**src/rtl/mem_arb_pkg.sv**
```systemverilog
// Shared types and defaults for the two-port memory arbiter.
package mem_arb_pkg;

  typedef enum logic [1:0] {
    IDLE   = 2'd0,
    ACCESS = 2'd1,
    DONE   = 2'd2
  } state_e;

  typedef enum logic {
    GRANT_IF = 1'b0,
    GRANT_D  = 1'b1
  } grant_e;

  localparam int DEFAULT_TIMEOUT_CYCLES = 64;

endpackage

```
**src/rtl/mem_arbiter_rr_arbiter2.sv**
```systemverilog
// Two-requester round-robin picker; grant bit 0 = fetch port, bit 1 = data port.
module rr_arbiter2
  import mem_arb_pkg::*;
(
  input  logic [1:0] i_req,
  input  grant_e     i_last_grant,
  output logic [1:0] o_grant
);

  always_comb begin
    o_grant = 2'b00;
    case (i_req)
      2'b01:   o_grant = 2'b01;
      2'b10:   o_grant = 2'b10;
      // On a tie the port that did not win last time goes first.
      2'b11:   o_grant = (i_last_grant == GRANT_D) ? 2'b01 : 2'b10;
      default: o_grant = 2'b00;
    endcase
  end

endmodule

```
**src/rtl/mem_arbiter.sv**
```systemverilog
// Fetch/data port arbiter onto one memory bus (IDLE -> ACCESS -> DONE).
// Optional ACCESS watchdog enabled by defining MEM_ARB_TIMEOUT_EN.
module mem_arbiter
  import mem_arb_pkg::*;
#(
  parameter int TIMEOUT_CYCLES = DEFAULT_TIMEOUT_CYCLES
) (
  input  logic        clk,
  input  logic        reset_n,
  input  logic        if_read_enable,
  input  logic [31:0] if_address,
  output logic [31:0] if_read_data,
  output logic        if_read_data_valid,
  input  logic        d_read_enable,
  input  logic        d_write_enable,
  input  logic [31:0] d_address,
  input  logic [31:0] d_write_data,
  output logic [31:0] d_read_data,
  output logic        d_read_data_valid,
  output logic        d_write_done,
  output logic        if_error,
  output logic        d_error,
  output logic        mem_read_enable,
  output logic        mem_write_enable,
  output logic [31:0] mem_address,
  output logic [31:0] mem_write_data,
  input  logic [31:0] mem_read_data,
  input  logic        mem_read_data_valid,
  input  logic        mem_write_done
);

  state_e      r_state;
  grant_e      r_grant;
  grant_e      r_last_grant;
  logic        r_op_write;

  logic [1:0]  w_req;
  logic [1:0]  w_grant;
  grant_e      w_win;
  logic        w_win_write;
  logic        w_done;
  logic        w_timeout;
  logic        w_finish;
  logic [31:0] w_rdata;

  assign w_req = {d_read_enable | d_write_enable, if_read_enable};

  rr_arbiter2 u_rr_arbiter2 (
    .i_req        (w_req),
    .i_last_grant (r_last_grant),
    .o_grant      (w_grant)
  );

  assign w_win       = w_grant[1] ? GRANT_D : GRANT_IF;
  assign w_win_write = (w_win == GRANT_D) && d_write_enable;
  // Only the response matching the issued op counts; the other kind is ignored.
  assign w_done      = r_op_write ? mem_write_done : mem_read_data_valid;
  assign w_finish    = w_done || w_timeout;
  assign w_rdata     = w_done ? mem_read_data : 32'd0;

`ifdef MEM_ARB_TIMEOUT_EN
  localparam int TW = $clog2(TIMEOUT_CYCLES) + 1;
  localparam logic [TW-1:0] TC_LOAD = TW'(TIMEOUT_CYCLES - 1);
  logic [TW-1:0] r_tcnt;

  assign w_timeout = (r_state == ACCESS) && (r_tcnt == '0);

  always_ff @(posedge clk or negedge reset_n) begin
    if (!reset_n) begin
      r_tcnt <= '0;
    end else if (r_state == IDLE) begin
      r_tcnt <= TC_LOAD;
    end else if (r_state == ACCESS && r_tcnt != '0) begin
      r_tcnt <= r_tcnt - 1'b1;
    end
  end
`else
  logic w_unused_timeout;
  assign w_unused_timeout = (TIMEOUT_CYCLES == 0);
  assign w_timeout        = 1'b0;
`endif

  always_ff @(posedge clk or negedge reset_n) begin
    if (!reset_n) begin
      r_state            <= IDLE;
      r_grant            <= GRANT_IF;
      r_last_grant       <= GRANT_D;
      r_op_write         <= 1'b0;
      mem_read_enable    <= 1'b0;
      mem_write_enable   <= 1'b0;
      mem_address        <= 32'd0;
      mem_write_data     <= 32'd0;
      if_read_data       <= 32'd0;
      if_read_data_valid <= 1'b0;
      if_error           <= 1'b0;
      d_read_data        <= 32'd0;
      d_read_data_valid  <= 1'b0;
      d_write_done       <= 1'b0;
      d_error            <= 1'b0;
    end else begin
      case (r_state)
        IDLE: begin
          if (|w_req) begin
            r_grant          <= w_win;
            r_last_grant     <= w_win;
            r_op_write       <= w_win_write;
            mem_address      <= (w_win == GRANT_D) ? d_address : if_address;
            mem_write_data   <= (w_win == GRANT_D) ? d_write_data : 32'd0;
            mem_read_enable  <= !w_win_write;
            mem_write_enable <= w_win_write;
            r_state          <= ACCESS;
          end
        end
        ACCESS: begin
          if (w_finish) begin
            mem_read_enable  <= 1'b0;
            mem_write_enable <= 1'b0;
            r_state          <= DONE;
            if (r_grant == GRANT_IF) begin
              if_read_data_valid <= 1'b1;
              if_read_data       <= w_rdata;
              if_error           <= !w_done;
            end else begin
              d_error <= !w_done;
              if (r_op_write) begin
                d_write_done <= 1'b1;
              end else begin
                d_read_data_valid <= 1'b1;
                d_read_data       <= w_rdata;
              end
            end
          end
        end
        DONE: begin
          if_read_data_valid <= 1'b0;
          if_error           <= 1'b0;
          d_read_data_valid  <= 1'b0;
          d_write_done       <= 1'b0;
          d_error            <= 1'b0;
          r_state            <= IDLE;
        end
        default: r_state <= IDLE;
      endcase
    end
  end

endmodule

```
**config.mk**
```make
export PLATFORM = sky130hd
export DESIGN_NAME = mem_arbiter
export DESIGN_NICKNAME = d
export VERILOG_FILES = /design/src/rtl/mem_arb_pkg.sv /design/src/rtl/mem_arbiter_rr_arbiter2.sv /design/src/rtl/mem_arbiter.sv
export SDC_FILE = /design/constraint.sdc
export NUM_CORES = 1
export LEC_CHECK = 0
export CAP_MARGIN = 20
export CORE_ASPECT_RATIO = 0.9
export CORE_MARGIN = 1
export CORE_UTILIZATION = 42
export CTS_CLUSTER_DIAMETER = 40
export DETAILED_ROUTE_END_ITERATION = 8
export GPL_ROUTABILITY_DRIVEN = 0
export GPL_TIMING_DRIVEN = 0
export PLACE_DENSITY = 0.89
export SLEW_MARGIN = 20
export SYNTH_ARGS = -nofsm -noshare
export SYNTH_HDL_FRONTEND = slang
export SYNTH_HIERARCHICAL = 1
export SYNTH_SLANG_ARGS = --single-unit
```
**constraint.sdc**
```tcl
create_clock -name clk -period 2.05 [get_ports clk]
set_clock_uncertainty 0.1 [all_clocks]
set_input_delay 0.41 -clock clk [delete_from_list [all_inputs] [get_ports clk]]
set_output_delay 0.41 -clock clk [all_outputs]
set_load 0.005 [all_outputs]
```
==> out/metrics.cfg <==
[logic_synthesis]
syn_area_per_cell_um2 = 14.7
synth_warnings = 6
syn_area_um2 = 6180
synth_cells = 419
syn_nets = 554

[global_route]
grt_max_degree = 98
grt-ovfl-total = 0
antenna_found_initial = 0
grt_pass1_vias = 4735
grt_pass1_wl_um = 24500
track_usage_pct = 21.7

[cts]
postCtsSetupBuffers = 0
clock_sinks = 140
cts_htree_levels = 4
cts_tree = yes
clockBufferDepth = 2
cts.clk_slew.worst_paths_ns = 0.06
numCtsBuffers = 17
ctsRootBufferMaster = clkbuf_16
clk_latency_ns = 0.40

[setup_path]
crit_family = buffers and inverters
cpPeakStageDelay_ns = 0.49
crit_path_max_fanout = 10
worstPathCellList = clkdlybuf4s50_1, or2_2, a21boi_2, clkbuf_2, mux2_2, mux2_4
worstPathRequired_ns = 2.24
crit_arrival_ns = 2.17
path_buf_inv = 2
worstSetupStartpointType = input port
end_kind = flip-flop
crit_type = in -> reg
cp_slowest_cell = clkdlybuf4s50_1

[placement]
port_buffers = 269
hpwl_um = 12200
placed_cell_area_um2 = 9150

[sta]
finalCritPeriodShare_pct = 96.3
hold_violations = 0
rsz0062_at_grt = false
fin_crit_ns = 1.97
fmax_mhz = 506
worst_slew_pin_slew_ns = 0.461
slew_headroom_pct = 68.4
setup_viol = 0
slew_viol_final = 0
holdWs_ns = 0.392

[floorplan]
die_x_um = 130
core_um2 = 14200
die_area_um2 = 15200
fp.dieH_um = 117
initial_core_util_pct = 43.5
fp-row-count = 41
io_pins = 270

[final_layout]
drive_gt1_share_pct = 26.3
final_nets = 844
finalInstanceArea_um2 = 9800
antenna_cells = 0
syn2layout_area_growth_pct = 58.6

[detailed_routing]
ant_nets = 0
wire_per_inst_um = 17.5
first_iter_violations = 138
via_per_inst = 4.80
wl_um = 16000
vias = 4394
drcViolationCount = 0
first_pass_iters = 5

[status]
status = complete, no violations

[pwr]
p_leak_nw = 4.43
vdd_drop_max_v = 0.000726
p_per_area_nw_per_um2 = 1530

[job]
cap_violations = 0

[hold_path]
hold_class = in -> async

flip-flops by register name, summed over array words and instances (netlist names), 2 cells and up:
name and flops:
r_state 2, d_read_data 32, if_read_data 32, mem_write_data 32, mem_address 32
final timing paths:
path | start | endpoint | slack [ns] | depth (start not counted)
max in group asynchronous | reset_n | r_last_grant$_DFFE_PN1P_ | 0.67 | 3
setup reg to reg | r_state[1]$_DFFE_PN0P_ | d_read_data[4]$_DFFE_PN0P_ | 0.19 | 5
hold reg to reg | if_read_data[23]$_DFFE_PN0P_ | if_read_data[23]$_DFFE_PN0P_ | 0.40 | 1
min in group clk | if_read_data[23]$_DFFE_PN0P_ | if_read_data[23]$_DFFE_PN0P_ | 0.40 | 1
hold / removal | reset_n | mem_write_data[28]$_DFFE_PN0P_ | 0.39 | 2
setup / recovery | d_write_enable | mem_address[30]$_DFFE_PN0P_ | 0.08 | 6
what timing repair did:
| item | 4_1_cts | 5_1_grt |
|---|---|---|
| endpoints found under the hold margin | 43 | 0 |
| hold buffers | 1 | 0 |
| setup endpoints to repair | 64 | 55 |
| gates resized for setup | 6 | 7 |
where the power goes:
| part | leakage, nW | internal, W | switching, W |
|---|---|---|---|
| registers | 1.69 | 0.00413 | 0.000820 |
| clock network | 0.296 | 0.00205 | 0.00115 |
| logic | 2.45 | 0.00461 | 0.00225 |
layout by cell type (no fill, tap or decap), types with 2 or more instances in the layout:
cell type / n
clkdlybuf4s50_1: 268
dfrtp_1: 139
mux2_4: 64
mux2_2: 64
nand2_1: 35
inv_1: 35
mux2i_1: 34
clkbuf_16: 17
buf_6: 7
buf_2: 5
clkbuf_2: 4
clkbuf_8: 4
buf_12: 3
o21ai_0: 3
clkinvlp_4: 3
bufinv_16: 3
or2_2: 2
nor4bb_1: 2
buf_4: 2
mux2_1: 2
a21o_1: 2
clkinv_4: 2
clkbuf_1: 2
routing by layer:
| metal | up-vias | GRT usage (%) | routed length, um |
|---|---|---|---|
| met5 | - | 0 | 0 |
| met4 | 0 | 10.3 | 394 |
| li1 | 2003 | - | - |
| met1 | 2215 | 24.0 | 6100 |
| met3 | 24 | 5.68 | 895 |
| met2 | 152 | 39.0 | 8610 |
layout make-up:
class / count / area (um^2)
clock buffers: 23 / 488
multi-input cells: 222 / 2360
well taps: 193 / 241
flip-flops and latches: 140 / 3500
clock inverters: 9 / 135
plain buffers: 22 / 206
fillers: 1000 / 4410
inverters: 35 / 131
repair buffers: 271 / 2740
worst register-to-register path: stages, from the launching register on:
cell and delay (ns):
dfrtp_1 0.46, nand2b_4 0.20, nor4bb_1 0.28, buf_4 0.24
buf_12 0.17, mux2_4 0.32
metrics by stage:
| step | instances | power [W] | setup TNS (ns) | setup WS, ns | util (%) |
|---|---|---|---|---|---|
| after CTS | 915 | 0.0152 | 0 | 0.00315 | 68.9 |
| after floorplan | 419 | 0.00819 | 0 | 0.0625 | - |
| after detailed placement | 882 | 0.0119 | -48.26 | -0.733 | 64.4 |
| after global placement | 881 | 0.0116 | -706.30 | -4.77 | 64.1 |
| final | 915 | 0.0150 | 0 | 0.0755 | 69.0 |
| after global routing | 915 | 0.0158 | 0 | 0.00657 | 69.0 |
Power figures use the tool's default switching activity.
